**src/rtl/wb_timer.sv**
```systemverilog
// wb_timer: Wishbone slave timer with a 32-bit up-counter and NCHAN compare/reload channels.
// Define TIMER_PRESCALE_EN to build the programmable prescaler behind word index 3.
module wb_timer #(
  parameter int NCHAN    = 4,
  parameter int PS_WIDTH = 16
) (
  input  logic        clk_i,
  input  logic        rst_i,
  input  logic        i_wb_cyc,
  input  logic        i_wb_stb,
  input  logic        i_wb_we,
  input  logic [3:0]  i_wb_sel,
  input  logic [3:0]  i_wb_adr,
  input  logic [31:0] i_wb_dat,
  output logic [31:0] o_wb_dat,
  output logic        o_wb_ack,
  output logic        o_wb_stall,
  output logic [3:0]  interrupt
);

  if (NCHAN < 1 || NCHAN > 4) begin : g_bad_nchan
    $error("wb_timer: NCHAN must be in 1..4");
  end
  if (PS_WIDTH < 1 || PS_WIDTH > 32) begin : g_bad_ps_width
    $error("wb_timer: PS_WIDTH must be in 1..32");
  end

  function automatic logic [31:0] f_merge(input logic [31:0] old,
                                          input logic [31:0] wdat,
                                          input logic [3:0]  sel);
    return {sel[3] ? wdat[31:24] : old[31:24],
            sel[2] ? wdat[23:16] : old[23:16],
            sel[1] ? wdat[15:8]  : old[15:8],
            sel[0] ? wdat[7:0]   : old[7:0]};
  endfunction

  logic              w_req;
  logic              w_wr;
  logic              w_wr_ctrl;
  logic              w_wr_status;
  logic              w_wr_count;
  logic              w_tick;
  logic [31:0]       w_count_inc;
  logic [3:0]        w_match;
  logic [3:0]        w_clr;
  logic [3:0][31:0]  w_cmp;
  logic [3:0][31:0]  w_int;
  logic [31:0]       w_ps_rd;
  logic [31:0]       w_rdata;

  logic              r_ack;
  logic              r_run;
  logic [3:0]        r_ie;
  logic [3:0]        r_status;
  logic [3:0]        r_irq;
  logic [31:0]       r_count;

  assign w_req       = i_wb_cyc & i_wb_stb;
  assign w_wr        = w_req & i_wb_we;
  assign w_wr_ctrl   = w_wr & (i_wb_adr == 4'd0);
  assign w_wr_status = w_wr & (i_wb_adr == 4'd1);
  assign w_wr_count  = w_wr & (i_wb_adr == 4'd2);
  assign w_count_inc = r_count + 32'd1;
  assign w_clr       = (w_wr_status & i_wb_sel[0]) ? i_wb_dat[3:0] : '0;

  assign o_wb_ack    = r_ack & i_wb_cyc;
  assign o_wb_stall  = 1'b0;
  assign interrupt   = r_irq;

`ifdef TIMER_PRESCALE_EN
  logic                w_wr_ps;
  logic [PS_WIDTH-1:0] r_prescale;
  logic [PS_WIDTH-1:0] r_ps_cnt;

  assign w_wr_ps = w_wr & (i_wb_adr == 4'd3);
  assign w_tick  = r_run & (r_ps_cnt == r_prescale);
  assign w_ps_rd = 32'(r_prescale);

  always_ff @(posedge clk_i or posedge rst_i) begin
    if (rst_i) begin
      r_prescale <= '0;
      r_ps_cnt   <= '0;
    end else begin
      if (w_wr_ps)
        r_prescale <= PS_WIDTH'(f_merge(32'(r_prescale), i_wb_dat, i_wb_sel));
      if (!r_run || w_wr_ps || (r_ps_cnt == r_prescale))
        r_ps_cnt <= '0;
      else
        r_ps_cnt <= r_ps_cnt + 1'b1;
    end
  end
`else
  assign w_tick  = r_run;
  assign w_ps_rd = '0;
`endif

  // A CPU write to COUNT suppresses the match; a CPU write to CMPn overrides its reload.
  for (genvar g = 0; g < 4; g++) begin : g_ch
    if (g < NCHAN) begin : g_on
      logic        w_wr_cmp;
      logic        w_wr_int;
      logic [31:0] r_cmp;
      logic [31:0] r_int;

      assign w_wr_cmp   = w_wr & (i_wb_adr == 4'(4 + g));
      assign w_wr_int   = w_wr & (i_wb_adr == 4'(8 + g));
      assign w_match[g] = w_tick & ~w_wr_count & (w_count_inc == r_cmp);
      assign w_cmp[g]   = r_cmp;
      assign w_int[g]   = r_int;

      always_ff @(posedge clk_i or posedge rst_i) begin
        if (rst_i) begin
          r_cmp <= '0;
          r_int <= '0;
        end else begin
          if (w_wr_cmp)
            r_cmp <= f_merge(r_cmp, i_wb_dat, i_wb_sel);
          else if (w_match[g] && (r_int != '0))
            r_cmp <= r_cmp + r_int;
          if (w_wr_int)
            r_int <= f_merge(r_int, i_wb_dat, i_wb_sel);
        end
      end
    end else begin : g_off
      assign w_match[g] = 1'b0;
      assign w_cmp[g]   = '0;
      assign w_int[g]   = '0;
    end
  end

  always_comb begin
    w_rdata = '0;
    case (i_wb_adr)
      4'd0:                    w_rdata = {24'd0, r_ie, 3'd0, r_run};
      4'd1:                    w_rdata = {28'd0, r_status};
      4'd2:                    w_rdata = r_count;
      4'd3:                    w_rdata = w_ps_rd;
      4'd4, 4'd5, 4'd6, 4'd7:  w_rdata = w_cmp[i_wb_adr[1:0]];
      4'd8, 4'd9, 4'd10, 4'd11: w_rdata = w_int[i_wb_adr[1:0]];
      default:                 w_rdata = '0;
    endcase
  end

  always_ff @(posedge clk_i or posedge rst_i) begin
    if (rst_i) begin
      r_ack    <= 1'b0;
      o_wb_dat <= '0;
      r_run    <= 1'b0;
      r_ie     <= '0;
      r_status <= '0;
      r_count  <= '0;
      r_irq    <= '0;
    end else begin
      r_ack <= w_req;
      if (w_req)
        o_wb_dat <= w_rdata;
      if (w_wr_ctrl && i_wb_sel[0]) begin
        r_run <= i_wb_dat[0];
        r_ie  <= i_wb_dat[7:4];
      end
      // Hardware set wins over a same-cycle write-1-to-clear.
      r_status <= (r_status & ~w_clr) | w_match;
      if (w_wr_count)
        r_count <= f_merge(r_count, i_wb_dat, i_wb_sel);
      else if (w_tick)
        r_count <= w_count_inc;
      r_irq <= r_status & r_ie;
    end
  end

endmodule

```
**config.mk**
```make
export PLATFORM = sky130hd
export DESIGN_NAME = wb_timer
export DESIGN_NICKNAME = d
export VERILOG_FILES = /design/src/rtl/wb_timer.sv
export SDC_FILE = /design/constraint.sdc
export NUM_CORES = 1
export LEC_CHECK = 0
export BUFFER_PORTS_ARGS = -buffer_cell sky130_fd_sc_hd__buf_2
export CORE_MARGIN = 3
export CORE_UTILIZATION = 35
export CTS_CLUSTER_DIAMETER = 50
export DETAILED_ROUTE_END_ITERATION = 10
export PLACE_DENSITY = 0.5
export SYNTH_ARGS = -nofsm -noshare
export SYNTH_HDL_FRONTEND = slang
export SYNTH_SLANG_ARGS = --single-unit
```
**constraint.sdc**
```tcl
create_clock -name clk_i -period 10.92 [get_ports clk_i]
set_clock_uncertainty 0.1 [all_clocks]
set_input_delay 2.184 -clock clk_i [delete_from_list [all_inputs] [get_ports clk_i]]
set_output_delay 2.184 -clock clk_i [all_outputs]
set_load 0.01 [all_outputs]
```
==> results.md <==
* Status: completed
* Synth top area share at 32.0%
* FMAX at 154 MHz
* Die Wd at 279 um
* Fin crit share at 59.4%
* Synth Register Bits at 334
* CP top delay family: simple AND/OR/NAND/NOR gates
* Post-DP Area at approximately 27000 sq um
* Worst slew pin tran at 1.09 ns
* WP data required at 11.35 ns
* Final setup viols at 0
* Final WS setup at 4.43 ns
* Drt wl/cell at 30.4 um
* HPWL after DPL at 92200 um
* Multi-input logic area at 16900 sq um
* Gate count after technology mapping at 2831
* RSZ-0062 raised after global routing: no
* Drt drc at 0
* Clk root buf: clkbuf_16
* Clock latency on the worst-skew pair at 0.65 ns
* Routability Congestion at 1.07
* PostCTS Resize Cnt at 0
* P per Cell Area at 163 nW/um^2
* Initial antenna violation count at 3
* Initial Util at 35.6%
* Global-route wire length before repair at 167000 um
* Mapped Nets at 3008
* Critical path arrival at 6.91 ns
* Register area share after synthesis at a little under a third
* CORE AREA at roughly 73000 sq um
* Max-slew violation count at 0
* IO Port Bufs at 81
* Clock sink count at 334
* Drt total wl at 117000 um
* VDD IR max at ~110 uV
* Slew headroom at approximately a quarter
* Post-route minimum period at 6.49 ns
* Crit. End Element: register
* Register area at 8360 sq um
* Area Growth Syn to Fin at 12.0%
* Vias in the first global route at 23293
* WS Path Type: input port to register
* Hold buffer count at cts at 0
* WP buf/inv at 2
* Hold crit path type: register to register
* Total gr overflow at 0
* Setup bufs post-CTS at 0
* CP startpoint kind: input port
* Via count at 24237
* Async set or reset register ratio after synthesis at 100%
* CP max stage delay at 0.65 ns
* Synth Flop Type: dfrtp_1
* Num rows at 99
* Reg clk slew, reported paths at approximately 0.050 ns
* H-tree Lvls at 2
* All-Layer GR Usage at between 20% and 30%
* Placement Setup Slack at 3.87 ns
* Final Instance Area at 29300 sq um
* Max-cap check violation count at 0
* # fillers at 7296
* Vias per std cell at 6.31
* Layout Utilization at 39.9%
* Crit path max fanout at 38
* Dpl cells at 3735
* Largest net degree at the start of global routing at 76
* Worst hold margin at around 0.37 ns
* YS warnings at 0
* Num CTS Buffers at 57
* Fin nets at 3012
* Mapped cell area at 26200 sq um
* Layout cells sized above 1 at 17.4%
* Number of synthesized flops with an enable pin at 0
* TritonCTS clock tree: built
* Critical Path Slowest Stage Cell: nor2_1
* Post-synth top area cell: dfrtp_1
* Final hold vios at 0
* IO Pins at between 80 and 90
* Die Ht at 279 um
* Setup_tns at 0 ns
* Syn Area/Cell at 9.24 sq um
* Pwr Total at 4.79 mW
* Crit-path cells: buf_4, and3b_1, buf_4, a21o_1, nor4_1, o311ai_0, a2111oi_0, and4_1, nand4_1, nor2_1, a21o_1, mux2_2
* Synth top area cells: dfrtp_1, mux2_2, ha_1
* Final Non-Filler Cells at 3843
* First-iteration detailed-routing DRC count at 2614
* Routed Antenna Nets at 0
* Pre-antenna DRT Iters at 8
* Area of the die at about 78000 sq um
* Pleak at approximately 13 nW
* Clock Tree Buf Depth at 3
* Yosys cell types at 94
cells in the mapped netlist, types with 16 or more instances:
| cell type | count |
|---|---|
| a21o_1 | 80 |
| a21oi_1 | 228 |
| a22o_1 | 29 |
| a31oi_1 | 44 |
| and3_1 | 39 |
| buf_1 | 27 |
| buf_2 | 25 |
| clkbuf_1 | 104 |
| dfrtp_1 | 334 |
| ha_1 | 128 |
| inv_1 | 53 |
| mux2_2 | 174 |
| mux4_2 | 64 |
| nand2_1 | 250 |
| nand2b_1 | 24 |
| nand3_1 | 69 |
| nand4_1 | 33 |
| nor2_1 | 213 |
| nor2b_1 | 21 |
| nor3_1 | 64 |
| nor4_1 | 60 |
| o211ai_1 | 22 |
| o21a_1 | 37 |
| o21ai_0 | 157 |
| o21bai_1 | 17 |
| or3_1 | 16 |
| xnor2_1 | 146 |
| xor2_1 | 80 |
cell usage in the layout, fill, tap and decap left out, types with 39 or more instances in the layout:
cell / synthesis / layout
dfrtp_1: 334 / 334
nand2_1: 250 / 249
a21oi_1: 228 / 227
nor2_1: 213 / 210
mux2_2: 174 / 174
o21ai_0: 157 / 157
xnor2_1: 146 / 146
ha_1: 128 / 128
xor2_1: 80 / 80
a21o_1: 80 / 80
buf_2: 25 / 79
nand3_1: 69 / 68
mux4_2: 64 / 64
nor3_1: 64 / 63
nor4_1: 60 / 60
clkbuf_16: 0 / 58
inv_1: 53 / 52
a31oi_1: 44 / 44
and3_1: 39 / 39
power breakdown:
part | total (mW) | internal (mW) | switching [mW]
combinational | 1.26 | 0.519 | 0.742
sequential | 1.69 | 1.35 | 0.338
clock | 1.84 | 1.10 | 0.736
total | 4.79 | 2.97 | 1.82
path summary, 6_finish.rpt:
kind                                     endpoint  cells after the start          from  slack (ns)
min                                  o_wb_dat[11]                      2  o_wb_dat[11]        0.37
max reg2reg                g_ch[2].g_on.r_cmp[16]                     11    r_count[0]        4.89
max in group asynchronous  g_ch[0].g_on.r_cmp[16]                      4         rst_i        7.10
max                         g_ch[1].g_on.r_cmp[8]                     12   i_wb_adr[0]        4.43
min reg2reg                          o_wb_dat[11]                      2  o_wb_dat[11]        0.37
min in group asynchronous              r_count[2]                      2         rst_i        1.60
layer usage:
| metal | wire length (um) | GRT usage (%) | vias up |
|---|---|---|---|
| met5 | 0 | 0 | - |
| met2 | 49500 | 43.5 | 1257 |
| met4 | 5150 | 12.0 | 0 |
| li1 | - | - | 10570 |
| met3 | 10800 | 4.82 | 198 |
| met1 | 51500 | 42.3 | 12212 |
registers in the layout, summed over array words and instances (netlist names):
name / flops
r_count: 32
interrupt: 4
o_wb_dat: 32
g_ch.g_on.r_cmp: 128
r_run: 1
r_status: 4
g_ch.g_on.r_int: 128
r_ack: 1
r_ie: 4
worst reg2reg max path, delay by kind of cell (launching register included):
kind	cells	cell delay, ns
xor+xnor	2	0.62
fa+ha+maj	1	0.47
flops	1	0.75
mux	1	0.38
simple gates	7	3.60
area by class of cell:
| cell class | instances | area share (%) |
|---|---|---|
| diodes | 1 | 0.00854 |
| clock buffers | 68 | 5.12 |
| clock inverters | 39 | 1.55 |
| inverters | 54 | 0.705 |
| multi-input cells | 2272 | 57.7 |
| flip-flops and latches | 334 | 28.5 |
| well taps | 959 | 4.10 |
| repair buffers | 116 | 2.30 |
logic make-up (layout without fill, tap and decap cells):
kind of cell             count (synthesis)  count (layout)  share of synthesized area (%)
AO/OA/AOI/OAI                          779             779                           19.2
multiplexers                           248             248                           13.4
other                                    1               2                         0.0143
buffers and inverters                  225             277                           3.55
XOR/XNOR                               240             240                           8.75
AND/OR/NAND/NOR                        872             872                           16.7
flip-flops                             334             334                           32.0
adder cells (fa/ha/maj)                132             132                           6.43
(Power assumes the default switching activity.)
